`config.mk`:
```
export PLATFORM = sky130hd
export DESIGN_NAME = camera_frame_sequencer
export DESIGN_NICKNAME = d
export VERILOG_FILES = /design/src/rtl/cam_pkg.sv /design/src/rtl/cam_edge_detect.sv /design/src/rtl/camera_frame_sequencer.sv
export SDC_FILE = /design/constraint.sdc
export NUM_CORES = 1
export LEC_CHECK = 0
export ABC_AREA = 0
export ABC_CLOCK_PERIOD_IN_PS = 8029
export CAP_MARGIN = 20
export CORE_UTILIZATION = 57
export CTS_CLUSTER_SIZE = 25
export DETAILED_ROUTE_END_ITERATION = 6
export GPL_TIMING_DRIVEN = 0
export PLACE_DENSITY = 0.85
export SYNTH_ARGS = -nofsm -noshare
export SYNTH_HDL_FRONTEND = slang
export SYNTH_HIERARCHICAL = 1
export SYNTH_SLANG_ARGS = --single-unit
```
`constraint.sdc`:
```
create_clock -name pixel_clock -period 8.03 [get_ports pixel_clock]
set_clock_uncertainty 0.1 [all_clocks]
set_input_delay 2.409 -clock pixel_clock [delete_from_list [all_inputs] [get_ports pixel_clock]]
set_output_delay 2.409 -clock pixel_clock [all_outputs]
set_load 0.01 [all_outputs]
```
`src/rtl/cam_pkg.sv`:
```
// cam_pkg: shared types and constants for the camera capture path.
//   cam_state_t : frame sequencer states
//   CAM_*       : default sensor geometry (VGA, YUYV)
//   FLAG_*      : SOP/EOP flag encoding carried in FIFO word bits [25:24]
package cam_pkg;

  typedef enum logic [2:0] {
    IDLE    = 3'd0,
    ARM     = 3'd1,
    SYNC    = 3'd2,
    CAPTURE = 3'd3,
    DROP    = 3'd4
  } cam_state_t;

  localparam int CAM_WIDTH           = 640;
  localparam int CAM_HEIGHT          = 480;
  localparam int CAM_BYTES_PER_PIXEL = 2;

  localparam logic [1:0] FLAG_SOP = 2'b01;
  localparam logic [1:0] FLAG_EOP = 2'b10;

endpackage

```
`src/rtl/cam_edge_detect.sv`:
```
// cam_edge_detect: registers one input and flags its edges.
//   pixel_clock, reset : clock, synchronous active-high reset
//   din                : signal to watch
//   rise / fall        : high in the cycle din differs from its registered copy
module cam_edge_detect (
  input  logic pixel_clock,
  input  logic reset,
  input  logic din,
  output logic rise,
  output logic fall
);

  logic din_q;

  always_ff @(posedge pixel_clock) begin
    if (reset) din_q <= 1'b0;
    else       din_q <= din;
  end

  assign rise = din & ~din_q;
  assign fall = ~din & din_q;

endmodule

```
`src/rtl/camera_frame_sequencer.sv`:
```
// camera_frame_sequencer: arms, gates and checks camera frame capture.
// Only whole, vsync-aligned frames are let through capture_en; each frame is
// graded at its closing vsync edge.
//   in : pixel_clock, reset (sync, active-high), vsync, href, fifo_full,
//        cmd_start, cmd_continuous, cmd_stop
//   out: capture_en, busy, frame_done, frame_error, overflow (sticky),
//        line_count, frame_count
// Build option: define CAMSEQ_LINE_CHECK_EN to also check every line's byte
// count against WIDTH*BYTES_PER_PIXEL; otherwise only the line count is checked.
module camera_frame_sequencer
  import cam_pkg::*;
#(
  parameter int WIDTH           = CAM_WIDTH,
  parameter int HEIGHT          = CAM_HEIGHT,
  parameter int BYTES_PER_PIXEL = CAM_BYTES_PER_PIXEL,
  parameter int FCNT_W          = 16
) (
  input  logic                        pixel_clock,
  input  logic                        reset,
  input  logic                        vsync,
  input  logic                        href,
  input  logic                        fifo_full,
  input  logic                        cmd_start,
  input  logic                        cmd_continuous,
  input  logic                        cmd_stop,
  output logic                        capture_en,
  output logic                        busy,
  output logic                        frame_done,
  output logic                        frame_error,
  output logic                        overflow,
  output logic [$clog2(HEIGHT+1)-1:0] line_count,
  output logic [FCNT_W-1:0]           frame_count
);

  localparam int LW = $clog2(HEIGHT+1);
  localparam int BW = $clog2(WIDTH*BYTES_PER_PIXEL+1);
  localparam logic [LW-1:0] LAST_LINE  = LW'(HEIGHT);
  localparam logic [BW-1:0] LINE_BYTES = BW'(WIDTH*BYTES_PER_PIXEL);

  cam_state_t state;
  logic       cont;
  logic       err;
  logic       vsync_rise, vsync_fall, href_rise, href_fall;

  cam_edge_detect u_vsync_edge (
    .pixel_clock (pixel_clock),
    .reset       (reset),
    .din         (vsync),
    .rise        (vsync_rise),
    .fall        (vsync_fall)
  );

  cam_edge_detect u_href_edge (
    .pixel_clock (pixel_clock),
    .reset       (reset),
    .din         (href),
    .rise        (href_rise),
    .fall        (href_fall)
  );

  logic unused_href_rise;
  assign unused_href_rise = href_rise;

`ifdef CAMSEQ_LINE_CHECK_EN
  logic [BW-1:0] byte_cnt;

  // Counts href-high cycles; holds the finished line's length in the cycle
  // the href falling edge is seen, then restarts.
  always_ff @(posedge pixel_clock) begin
    if (reset)                              byte_cnt <= '0;
    else if (state == SYNC && vsync_fall)   byte_cnt <= '0;
    else if (href_fall)                     byte_cnt <= '0;
    else if (href && byte_cnt != '1)        byte_cnt <= byte_cnt + 1'b1;
  end
`else
  logic [BW-1:0] unused_line_bytes;
  assign unused_line_bytes = LINE_BYTES;
`endif

  // Line bookkeeping is computed ahead of the register so a line that ends in
  // the same cycle as the closing vsync edge still counts toward the grade.
  logic          line_fin, ovf_now, good_frame, stay_on;
  logic [LW-1:0] line_nxt;
  logic          err_nxt;

  always_comb begin
    line_fin = (state == CAPTURE) && href_fall;
    ovf_now  = (state == CAPTURE) && fifo_full && href;
    line_nxt = line_count;
    err_nxt  = err;
    if (line_fin) begin
      if (line_count == LAST_LINE) err_nxt  = 1'b1;
      else                         line_nxt = line_count + 1'b1;
`ifdef CAMSEQ_LINE_CHECK_EN
      if (byte_cnt != LINE_BYTES)  err_nxt  = 1'b1;
`endif
    end
    good_frame = (line_nxt == LAST_LINE) && !err_nxt && !ovf_now;
    // a stop arriving with the closing edge still ends continuous mode
    stay_on    = cont && !cmd_stop;
  end

  always_ff @(posedge pixel_clock) begin
    if (reset) begin
      state       <= IDLE;
      cont        <= 1'b0;
      err         <= 1'b0;
      capture_en  <= 1'b0;
      busy        <= 1'b0;
      frame_done  <= 1'b0;
      frame_error <= 1'b0;
      overflow    <= 1'b0;
      line_count  <= '0;
      frame_count <= '0;
    end else begin
      frame_done  <= 1'b0;
      frame_error <= 1'b0;
      if (ovf_now) overflow <= 1'b1;
      case (state)
        IDLE: if (cmd_start && !cmd_stop) begin
          state    <= ARM;
          busy     <= 1'b1;
          cont     <= cmd_continuous;
          overflow <= 1'b0;
        end
        ARM: begin
          if (cmd_stop) begin
            state <= IDLE;
            busy  <= 1'b0;
          end else if (vsync_rise) begin
            state <= SYNC;
          end
        end
        SYNC: begin
          if (cmd_stop) begin
            state <= IDLE;
            busy  <= 1'b0;
          end else if (vsync_fall) begin
            state      <= CAPTURE;
            capture_en <= 1'b1;
            line_count <= '0;
            err        <= 1'b0;
          end
        end
        CAPTURE: begin
          line_count <= line_nxt;
          err        <= err_nxt;
          if (cmd_stop) cont <= 1'b0;
          if (vsync_rise) begin
            if (good_frame) begin
              frame_done  <= 1'b1;
              frame_count <= frame_count + 1'b1;
            end else begin
              frame_error <= 1'b1;
            end
            state      <= stay_on ? SYNC : IDLE;
            busy       <= stay_on;
            capture_en <= 1'b0;
          end else if (ovf_now) begin
            state      <= DROP;
            capture_en <= 1'b0;
          end
        end
        DROP: begin
          if (cmd_stop) cont <= 1'b0;
          if (vsync_rise) begin
            frame_error <= 1'b1;
            state       <= stay_on ? SYNC : IDLE;
            busy        <= stay_on;
          end
        end
        default: begin
          state      <= IDLE;
          busy       <= 1'b0;
          capture_en <= 1'b0;
        end
      endcase
    end
  end

endmodule

```
==> results of run 1 <==
-- power by group through the flow --
stage / logic, mW / clock network (mW) / registers, mW
after floorplan: 0.0658 / 0 / 0.199
after global placement: 0.0886 / 0 / 0.198
after detailed placement: 0.0892 / 0 / 0.198
after CTS: 0.0901 / 0.145 / 0.194
after global routing: 0.102 / 0.153 / 0.195
final: 0.0915 / 0.145 / 0.194
-- through the flow --
step | hold slack [ns] | setup WS [ns] | cell area (sq um) | std cells | power, mW
after detailed placement | 0.383 | 2.04 | 2580 | 361 | 0.288
after global routing | 0.409 | 2.28 | 2690 | 370 | 0.450
after CTS | 0.396 | 2.33 | 2680 | 369 | 0.429
after floorplan | 0.354 | 3.10 | 2150 | 278 | 0.265
final | 0.397 | 2.38 | 2690 | 370 | 0.430
after global placement | 0.367 | 2.01 | 2580 | 361 | 0.287
-- path summary, 6_finish.rpt --
path / start / to / depth (start not counted)
setup / recovery: href / frame_count[9] / 10
hold / removal: err / err / 2
setup reg to reg: u_href_edge/din_q / frame_count[9] / 9
hold reg to reg: err / err / 2
-- routing by layer --
| metal | global-route usage [%] | vias to the layer above | part of all wire, % |
|---|---|---|---|
| li1 | - | 1115 | - |
| met1 | 40.6 | 1084 | 46 |
| met2 | 47.2 | 91 | 47 |
| met3 | 3.80 | 7 | 6.3 |
| met4 | 7.95 | 0 | 1.1 |
| met5 | 0 | - | 0 |
-- worst min-delay path: stages (launching register included) --
cell	delay, ns
dfxtp_1	0.31
o21ai_0	0.07
a21oi_1	0.06
-- layout make-up --
type	count	area [sq um]
clock inverters	1	5.00
multi-input cells	214	1290
fillers	288	782
repair buffers	38	375
plain buffers	17	83.8
inverters	10	37.5
well taps	46	57.6
flip-flops and latches	37	741
clock buffers	7	96.3
-- sequential cells by signal (all words and copies together), names as in the netlist --
name and count:
capture_en 1, state 3, u_vsync_edge/din_q 1, frame_count 16
line_count 9, err 1, frame_done 1, cont 1
busy 1, overflow 1, frame_error 1, u_href_edge/din_q 1
==> flow_metrics.tcl, run 1 <==
set metrics [dict create \
    outcome "complete, no violations" \
    dieArea_sq_mm 0.00403 \
    leakagePower_nw 0.956 \
    via_count 2297 \
    track_usage_pct 29.3 \
    start_util_pct 62.0 \
    hold_buffers 0 \
    hold_path_class "reg2reg" \
    fmax_mhz 177 \
    utilization_pct 77.5 \
    path_class "in2reg" \
    antenna_left 0 \
    cp.required_ns 8.15 \
    post_cts_buffers 0 \
    grt_first_pass_wirelength_microns 9390 \
    clk_latency_ns 0.29 \
    cts_made_buffers 5 \
    grt_max_degree 12 \
    clockBufferDepth 2 \
    drt_iter0_markers 233 \
    n_antenna_cell 0 \
    crit_chain "clkdlybuf4s50_1 -> nor2b_1 -> nand4b_1 -> or3_1 -> nor3b_1 -> o311ai_0 -> clkbuf_2 -> nor4_1 -> or4b_1 -> a21oi_1" \
    syn_area_per_cell_sq_um 7.74 \
    viasPerCell 6.21 \
    grt_overflow 0 \
    cts_tree "yes" \
    drc 0 \
    crit_path_end_kind "register" \
    io_buffers 37 \
    final_common_cell "a21oi_1" \
    crit_fanout 8 \
    core_region_area_sq_mm 0.00347 \
    grt_pass1_vias 2033 \
    drive_gt1_share_pct 8.02 \
    avgRoutedWirePerCell_microns 15.3 \
    die-height_microns 63.4 \
    cp-start-kind "primary input" \
    rsz0062_at_grt "false" \
    tightest_slew_ns 0.566 \
    max_stage_delay_ns 0.51 \
    netlist_area_sq_mm 0.00215 \
    clk_pin_slew_ns 0.07 \
    max-vdd-ir-drop_uv 130 \
    fin_tns_setup_ns 0 \
    final_cell_mix "a21oi_1, dfxtp_1, clkdlybuf4s50_1" \
    core.rowCount 21 \
    p_comb_share_pct 21.3 \
    cts.sinks 37 \
    p_sw_share_pct 29.0 \
    cap_violations 0 \
    p_per_area_mw_per_mm2 160 \
    fin_nets 334 \
    p_clk_share_pct 33.6 \
    syn-num-nets 289 \
    drt_pre_antenna_iters 6 \
    setup_viol 0 \
    relSlewSlack_pct 62.2 \
    finalCritPeriodShare_pct 70.4 \
    synth_cells 278 \
    cts_resized 0 \
    cp_top_family "simple AND/OR/NAND/NOR gates" \
    place_hpwl_microns 4030 \
    finalHoldViolCount 0 \
    die_w_microns 63.4 \
    cp_num_buf_inv 2 \
    wirelength_microns 5650 \
    power.switching_mw 0.125 \
    p_int_mw 0.306 \
    p_seq_share_pct 45.2 \
    synth_warnings 6 \
    r2r_setup_slack_ns 4.64 \
    ios 38 \
    cpMaxStageDelayCell "nor4_1" \
    root_buffer "clkbuf_8" \
    syn2layout_area_growth_pct 24.8 \
    worstPathArrival_ns 5.77 \
    period_needed_ns 5.65 \
    report.final.slew_viol_count 0 \
    grt_antenna_before_repair 0 \
    place.gp.congestion 0.920 \
    htreeDepth 2 \
]
No activity file was read; power rests on OpenSTA's default activity.
==> inputs of run 2 (changes only) <==
- ABC_CLOCK_PERIOD_IN_PS: 8029 -> 5730
- CORE_UTILIZATION: 57 -> 53
- PLACE_DENSITY: 0.85 -> 0.8
- clock period: 8.03 -> 5.73 ns (I/O delays scaled with it)
==> run 2 against run 1 <==
Effect of this change:
- register-to-register slack lost 2.5 ns
- die area grew 7.3%
- utilization down 6.8 points
- non-clock buffer count shrank 1
- clock power increased by 20%
- clock-buffer cell count is 1 higher
- critical endpoint is now frame_count[0]
==> flow_metrics.tcl, run 2 (synthesized netlist as in run 1, its figures left out) <==
set metrics [dict create \
    grt_pass1_vias 1940 \
    n_antenna_cell 0 \
    hp-start "err" \
    drt_pre_antenna_iters 4 \
    drive_gt1_share_pct 6.81 \
    crit_path_end_kind "register" \
    cts_made_buffers 5 \
    place.gp.congestion 0.873 \
    rsz0062_at_grt "false" \
    crit_fanout 10 \
    cp_top_family "compound AO/OA/AOI/OAI gates" \
    core.rowCount 22 \
    leakagePower_nw 0.937 \
    largestRegisters "frame_count x16, line_count x9, state x3" \
    ios 38 \
    top_register "frame_count" \
    root_buffer "clkbuf_8" \
    grt_max_degree 11 \
    postPlaceCellArea_sq_mm 0.00258 \
    relSlewSlack_pct 22.6 \
    avgRoutedWirePerCell_microns 14.3 \
    fillers 324 \
    track_usage_pct 27.2 \
    cts_tree "yes" \
    cp_num_buf_inv 3 \
    dieArea_sq_mm 0.00432 \
    worst_r2r_startpoint "u_href_edge/din_q" \
    post_cts_buffers 0 \
    setup_viol 0 \
    fin_tns_setup_ns 0 \
    die_w_microns 65.7 \
    final_area_sq_mm 0.00266 \
    io_buffers 37 \
    tightest_slew_ns 1.15 \
    largest_register_ffs 16 \
    dp_cells 363 \
    fmax_mhz 192 \
    fin_hold_ws_ns 0.399 \
    place_hpwl_microns 3770 \
    start_util_pct 57.1 \
    antenna_left 0 \
    period_needed_ns 5.22 \
    clk_pin_slew_ns 0.07 \
    grt_antenna_before_repair 0 \
    clk_latency_ns 0.29 \
    worstPathArrival_ns 5.28 \
    htreeDepth 2 \
    cap_violations 0 \
    crit_chain "clkdlybuf4s50_1 -> nor2b_1 -> nand4b_1 -> o311a_1 -> o311ai_0 -> or3_4 -> buf_6 -> buf_2 -> xor2_1 -> nor2_1" \
    grt_overflow 0 \
    viasPerCell 5.98 \
    final_common_cell "a21oi_1" \
    clockBufferDepth 2 \
    cts_resized 0 \
    core_region_area_sq_mm 0.00377 \
    drc 0 \
    utilization_pct 70.6 \
    finalCritPeriodShare_pct 91.1 \
    final_cells 371 \
    report.final.slew_viol_count 0 \
    finalPower_mw 0.572 \
    cpMaxStageDelayCell "o311ai_0" \
    p_per_area_mw_per_mm2 215 \
    finalHoldViolCount 0 \
    grt_first_pass_wirelength_microns 8980 \
    hold_buffers 0 \
    via_count 2218 \
    final_cell_mix "a21oi_1, dfxtp_1, clkdlybuf4s50_1" \
    place_ws_ns 0.290 \
    outcome "complete, no violations" \
    hold_path_class "reg2reg" \
    drt_iter0_markers 198 \
    cts.sinks 37 \
    setup.worst_path.start "href" \
    cp.required_ns 5.79 \
    worst_slack_ns 0.511 \
    max_stage_delay_ns 0.98 \
    syn2layout_area_growth_pct 23.7 \
    wirelength_microns 5290 \
    cp-start-kind "primary input" \
    die-height_microns 65.7 \
    max-vdd-ir-drop_uv 182 \
    fin_nets 333 \
    path_class "in2reg" \
]
==> run 2: cell count changes in the layout (fill, tap and decap cells not counted), sizes merged <==
cell	previous run	this run
clkinv	1	0
==> run 2: tightest hold or removal path, delay by kind of cell (launching register included) <==
family | cells | cell delay [ns]
flip-flops | 1 | 0.32
AO/OA/AOI/OAI | 2 | 0.14
==> run 2: worst paths after layout <==
kind              slack [ns]              to  cells past startpoint
setup reg to reg        2.14  frame_count[0]                      9
hold / removal          0.40             err                      2
hold reg to reg         0.40             err                      2
setup / recovery        0.51  frame_count[0]                     10
==> run 2: power breakdown <==
group          switching, mW  internal, mW  leakage (nW)
Clock                 0.0876        0.0864        0.0395
Sequential           0.00591         0.267         0.299
Combinational         0.0728        0.0530         0.599
Total                  0.166         0.406         0.937
==> run 2: layer usage <==
layer / track usage [%] / vias up / wire length (microns)
li1: - / 1113 / -
met1: 37.4 / 1017 / 2540
met2: 40.6 / 78 / 2350
met3: 6.42 / 10 / 295
met4: 11.1 / 0 / 110
met5: 0 / - / 0
==> run 2: cell type report <==
cell class	instances	area, sq um	area share [%]
Tap cell	48	60.1	2.26
Sequential cell	37	741	27.8
Buffer	17	83.8	3.15
Timing Repair Buffer	37	370	13.9
Inverter	10	37.5	1.41
Clock buffer	8	80.1	3.01
Multi-Input combinational cell	214	1290	48.4
